===== config.mk =====
export PLATFORM = sky130hd
export DESIGN_NAME = floor_call_register
export DESIGN_NICKNAME = d
export VERILOG_FILES = /design/src/rtl/floor_call_register.sv
export SDC_FILE = /design/constraint.sdc
export NUM_CORES = 1
export LEC_CHECK = 0
export ABC_AREA = 1
export CORE_MARGIN = 2
export CORE_UTILIZATION = 60
export DETAILED_ROUTE_END_ITERATION = 10
export DONT_BUFFER_PORTS = 1
export GPL_TIMING_DRIVEN = 0
export PLACE_DENSITY = 0.76
export SKIP_LAST_GASP = 1
export SYNTH_ARGS = -nofsm -noshare
export SYNTH_HDL_FRONTEND = slang
export SYNTH_SLANG_ARGS = --single-unit

===== constraint.sdc =====
create_clock -name clk -period 1.34 [get_ports clk]
set_clock_uncertainty 0.2 [all_clocks]
set_input_delay 0.268 -clock clk [delete_from_list [all_inputs] [get_ports clk]]
set_output_delay 0.268 -clock clk [all_outputs]
set_load 0.005 [all_outputs]

===== src/rtl/floor_call_register.sv =====
// floor_call_register: synchronises and debounces raw floor-call buttons,
// latches them as pending calls and presents one registered SCAN-ordered
// target floor to the elevator FSM.
//   Latency: button press to pending is 2 (sync) + DEBOUNCE_CYCLES + 1 edges;
//            target_floor/call_valid follow pending by one more edge.
//   Backpressure: none; calls are held in pending until arrive clears them.
// Ports:
//   clk, rst            - clock, synchronous active-high reset
//   btn                 - raw asynchronous call buttons (bit i = floor i)
//   cur_floor, dir_up   - car position and travel direction from the FSM
//   arrive              - one-cycle pulse, clears the call at cur_floor
//   pending             - latched outstanding calls
//   call_pulse          - one-cycle pulse when any new call is latched
//   call_valid          - target_floor is meaningful (some call pending)
//   target_floor        - registered next floor to serve
module floor_call_register #(
    parameter int N_FLOORS        = 4,
    parameter int FLOOR_W         = 2,
    parameter int DEBOUNCE_CYCLES = 4
) (
    input  logic                clk,
    input  logic                rst,
    input  logic [N_FLOORS-1:0] btn,
    input  logic [FLOOR_W-1:0]  cur_floor,
    input  logic                dir_up,
    input  logic                arrive,
    output logic [N_FLOORS-1:0] pending,
    output logic                call_pulse,
    output logic                call_valid,
    output logic [FLOOR_W-1:0]  target_floor
);

    localparam int CNT_W = (DEBOUNCE_CYCLES > 2) ? $clog2(DEBOUNCE_CYCLES) : 1;
    localparam logic [CNT_W-1:0] CNT_MAX = CNT_W'(DEBOUNCE_CYCLES - 1);

    logic [N_FLOORS-1:0] sync1;
    logic [N_FLOORS-1:0] sync2;
    logic [N_FLOORS-1:0] stable;
    logic [N_FLOORS-1:0] stable_d;
    logic [CNT_W-1:0]    cnt [N_FLOORS];

    logic [N_FLOORS-1:0] rise;
    logic [N_FLOORS-1:0] clr;
    logic [N_FLOORS-1:0] pending_nxt;

    logic                found_ge;
    logic                found_le;
    logic                found_gt;
    logic [FLOOR_W-1:0]  lo_ge;
    logic [FLOOR_W-1:0]  hi_lt;
    logic [FLOOR_W-1:0]  hi_le;
    logic [FLOOR_W-1:0]  lo_gt;
    logic [FLOOR_W-1:0]  tgt_nxt;

    // Only a debounced 0->1 transition is a new call; releases are ignored.
    assign rise = stable & ~stable_d;

    // A floor index outside the building never matches, so arrive is a no-op then.
    always_comb begin
        clr = '0;
        for (int i = 0; i < N_FLOORS; i++) begin
            clr[i] = arrive && (cur_floor == FLOOR_W'(i));
        end
    end

    // Clear has priority: a call raised at the floor the car is stopped at
    // is already being served.
    assign pending_nxt = (pending | rise) & ~clr;

    // SCAN candidates. Ascending scan: "first found" gives the lowest,
    // "last written" gives the highest.
    always_comb begin
        found_ge = 1'b0;
        found_le = 1'b0;
        found_gt = 1'b0;
        lo_ge    = '0;
        hi_lt    = '0;
        hi_le    = '0;
        lo_gt    = '0;
        for (int i = 0; i < N_FLOORS; i++) begin
            if (pending[i]) begin
                if (FLOOR_W'(i) >= cur_floor && !found_ge) begin
                    lo_ge    = FLOOR_W'(i);
                    found_ge = 1'b1;
                end
                if (FLOOR_W'(i) < cur_floor) begin
                    hi_lt = FLOOR_W'(i);
                end
                if (FLOOR_W'(i) <= cur_floor) begin
                    hi_le    = FLOOR_W'(i);
                    found_le = 1'b1;
                end
                if (FLOOR_W'(i) > cur_floor && !found_gt) begin
                    lo_gt    = FLOOR_W'(i);
                    found_gt = 1'b1;
                end
            end
        end
    end

    // Fallback candidates default to 0, which is also the idle target.
    always_comb begin
        tgt_nxt = '0;
        if (dir_up) begin
            tgt_nxt = found_ge ? lo_ge : hi_lt;
        end else begin
            tgt_nxt = found_le ? hi_le : lo_gt;
        end
    end

    always_ff @(posedge clk) begin
        if (rst) begin
            sync1        <= '0;
            sync2        <= '0;
            stable       <= '0;
            stable_d     <= '0;
            pending      <= '0;
            call_pulse   <= 1'b0;
            call_valid   <= 1'b0;
            target_floor <= '0;
            for (int i = 0; i < N_FLOORS; i++) begin
                cnt[i] <= '0;
            end
        end else begin
            sync1    <= btn;
            sync2    <= sync1;
            stable_d <= stable;
            // Accept a level change only after DEBOUNCE_CYCLES consecutive
            // mismatching samples; any matching sample restarts the count.
            for (int i = 0; i < N_FLOORS; i++) begin
                if (sync2[i] == stable[i]) begin
                    cnt[i] <= '0;
                end else if (cnt[i] == CNT_MAX) begin
                    stable[i] <= ~stable[i];
                    cnt[i]    <= '0;
                end else begin
                    cnt[i] <= cnt[i] + 1'b1;
                end
            end
            pending      <= pending_nxt;
            call_pulse   <= |(pending_nxt & ~pending);
            // Target is derived from the registered pending, so it lags by one edge.
            call_valid   <= |pending;
            target_floor <= tgt_nxt;
        end
    end

endmodule


==> results_dict.tcl <==
set metrics [dict create \
    status "completed" \
    port_buffers 0 \
    r2r-start "cnt[3][0]" \
    ys_ff_latch 32 \
    initial_utilization_pct 64.0 \
    leakage_nw 0.713 \
    root_buffer "clkbuf_4" \
    maxCapViolCount 0 \
    grt_overflow 0 \
    postRouteAntennaNets 0 \
    rr_worst_depth 4 \
    ys.flop_type "dfxtp_1" \
    power_density_mw_per_mm2 1190 \
    drcViolationCount 0 \
    cp_max_fo 3 \
    r2r-end "cnt[3][0]" \
    grtUsageTotal_pct 19.4 \
    coreArea_sq_mm 0.00196 \
    firstDrtPassIters 4 \
    synthDistinctLibCells 14 \
    critical_path_class "reg -> reg" \
    critPathLaunchType "flip-flop" \
    syn_area_sq_mm 0.00125 \
    netlist_instances 149 \
    syn2layout_area_growth_pct 21.0 \
    period_needed_ns 1.31 \
    grt_max_degree 12 \
    netlist.area_leader.share_pct 38.3 \
    synth.largest_area_cell "dfxtp_1" \
    routed_wl_um 2180 \
    setup_violations 0 \
    die_w_um 49.7 \
    total_power_w 0.00180 \
    worstHoldPathType "in -> reg" \
    wire_per_inst_um 10.8 \
    htreeDepth 2 \
    rows 16 \
    synthMostInstantiatedCell "nor2_1" \
    post_layout_nonfiller_instances 203 \
    clk_latency_ns 0.32 \
    layout-drive-gt1-share_pct 13.1 \
    fin_nets 189 \
    die-area_sq_mm 0.00247 \
    ios 18 \
    fin_crit_sh_pct 97.6 \
    async_reset_ff_share_pct 0 \
    cts_tree "built" \
    synth_warnings 0 \
    critPathArrivalTime_ns 1.29 \
    synth.avg_cell_area_sq_um 8.42 \
    cts_max_path_buffers 2 \
    cp-end-kind "flip-flop" \
    yosysSeqAreaShare_pct 57.4 \
    synth_commonest_cells "nor2_1 (36), inv_1 (29), dfxtp_1 (24), nand3_1 (12), nand2_1 (11)" \
    rsz0062_at_grt "yes" \
    synthTopCellsByArea "dfxtp_1 (38%), edfxtp_1 (19%), nor2_1 (11%)" \
    vdd_drop_max_uv 893 \
    dp.cells 183 \
    whs_ns 0.0201 \
    worstHoldStart "cur_floor[0]" \
    antenna_found_initial 0 \
    gp_congestion 0.861 \
    cts.sink_count 32 \
    tns_ns 0 \
    whs_endpoint "pending[2]" \
    die_h_um 49.7 \
    grt_pass1_vias 890 \
    cts.clk_slew.worst_paths_ns 0.10 \
    finalMaxSlewViolations 0 \
    cts_made_buffers 5 \
    hold-path-cell-count 4 \
    drt-initial-drc-count 39 \
    vias_per_cell 4.94 \
    place_hpwl_um 1440 \
    finalHoldViolations 0 \
    synth-edff-count 8 \
    num_vias 1002 \
    diodes 0 \
    critPathRequiredTime_ns 1.32 \
    final_area_sq_mm 0.00152 \
    r2r_slack_ns 0.03 \
    fmax_mhz 764 \
    dpl-instance-area_sq_mm 0.00132 \
    grt_first_pass_wirelength_um 3560 \
]
==> cells by family (layout without fill, tap and decap cells) <==
family	after synthesis	in the layout	synth area share [%]
AOI/OAI and AO/OA	20	20	8.57
xor gates and xnor gates	2	2	1.40
adders and majority gates	4	4	3.99
buffers and inverters	31	51	9.47
DFF	32	32	57.4
other	1	8	0.299
and+or+nand+nor	59	59	18.8
==> layer usage <==
| layer | global-route usage [%] | share of wire (%) | vias up |
|---|---|---|---|
| met5 | 0 | 0 | - |
| met4 | 8.33 | 1.8 | 0 |
| met3 | 9.09 | 6.0 | 6 |
| met2 | 33.3 | 51 | 36 |
| met1 | 20.1 | 41 | 452 |
| li1 | - | - | 508 |
==> metrics by stage <==
step           util (%)  setup WS, ns
2_1_floorplan         -         0.121
6_report           77.4        0.0319
3_5_place_dp       67.0       0.00586
3_3_place_gp       67.0        0.0570
4_1_cts            74.9        0.0118
5_1_grt            77.4       -0.0108
==> registers in the layout, summed over array words and instances, names as in the netlist <==
signal,flops
stable,4
call_pulse,1
target_floor,2
call_valid,1
cnt,8
sync2,4
sync1,4
stable_d,4
pending,4
==> cell usage in the layout (no fill, tap or decap), drive strengths merged, types with 2 or more instances in the layout <==
| cell type | n |
|---|---|
| a31oi | 2 |
| dlymetal6s4s | 2 |
| dlygate4sd3 | 6 |
| dfxtp | 24 |
| nand2 | 11 |
| conb | 8 |
| buf | 6 |
| inv | 30 |
| o211ai | 2 |
| edfxtp | 8 |
| o21ai | 9 |
| clkbuf | 6 |
| a21oi | 7 |
| nand3 | 12 |
| ha | 4 |
| nor2 | 36 |
| xor2 | 2 |
==> timing repair <==
item                                    in CTS  in global routing
hold buffers                                 8                  0
endpoints found under the hold margin       10                  0
gates cloned                                 0                  0
pin swaps                                    1                  7
resized for setup                            1                 10
setup buffers                                1                  3
endpoints found under the setup margin       2                  8
==> worst max-delay path: stages (launching register included) <==
cell and delay (ns):
edfxtp_1 0.41, ha_2 0.21, a21oi_2 0.10, o211ai_1 0.12, nor2_1 0.14
==> power breakdown <==
part	internal, W	leakage [nW]	switching (W)
logic	0.0000691	0.399	0.0000880
clock network	0.000256	0.0348	0.000325
registers	0.00104	0.279	0.0000276
total	0.00136	0.713	0.000441
==> layout make-up <==
| type | instances | area (sq um) |
|---|---|---|
| Timing Repair Buffer | 12 | 115 |
| Sequential cell | 32 | 721 |
| Inverter | 29 | 109 |
| Clock inverter | 2 | 13.8 |
| Clock buffer | 6 | 51.3 |
| Buffer | 2 | 10.0 |
| Fill cell | 153 | 443 |
| Tap cell | 27 | 33.8 |
| Multi-Input combinational cell | 93 | 465 |
==> how the worst max path moves through the flow <==
stage,start,cells past startpoint,slack (ns),end
floorplan,cnt[3][0],4,0.12,cnt[3][0]
global placement,cnt[3][0],4,0.06,cnt[3][0]
detailed placement,cnt[3][0],4,0.006,cnt[3][0]
CTS,cnt[3][0],4,0.01,cnt[3][0]
global route,cnt[3][1],4,-0.01,cnt[3][1]
finish,cnt[3][0],4,0.03,cnt[3][0]
Power figures use the tool's default switching activity.
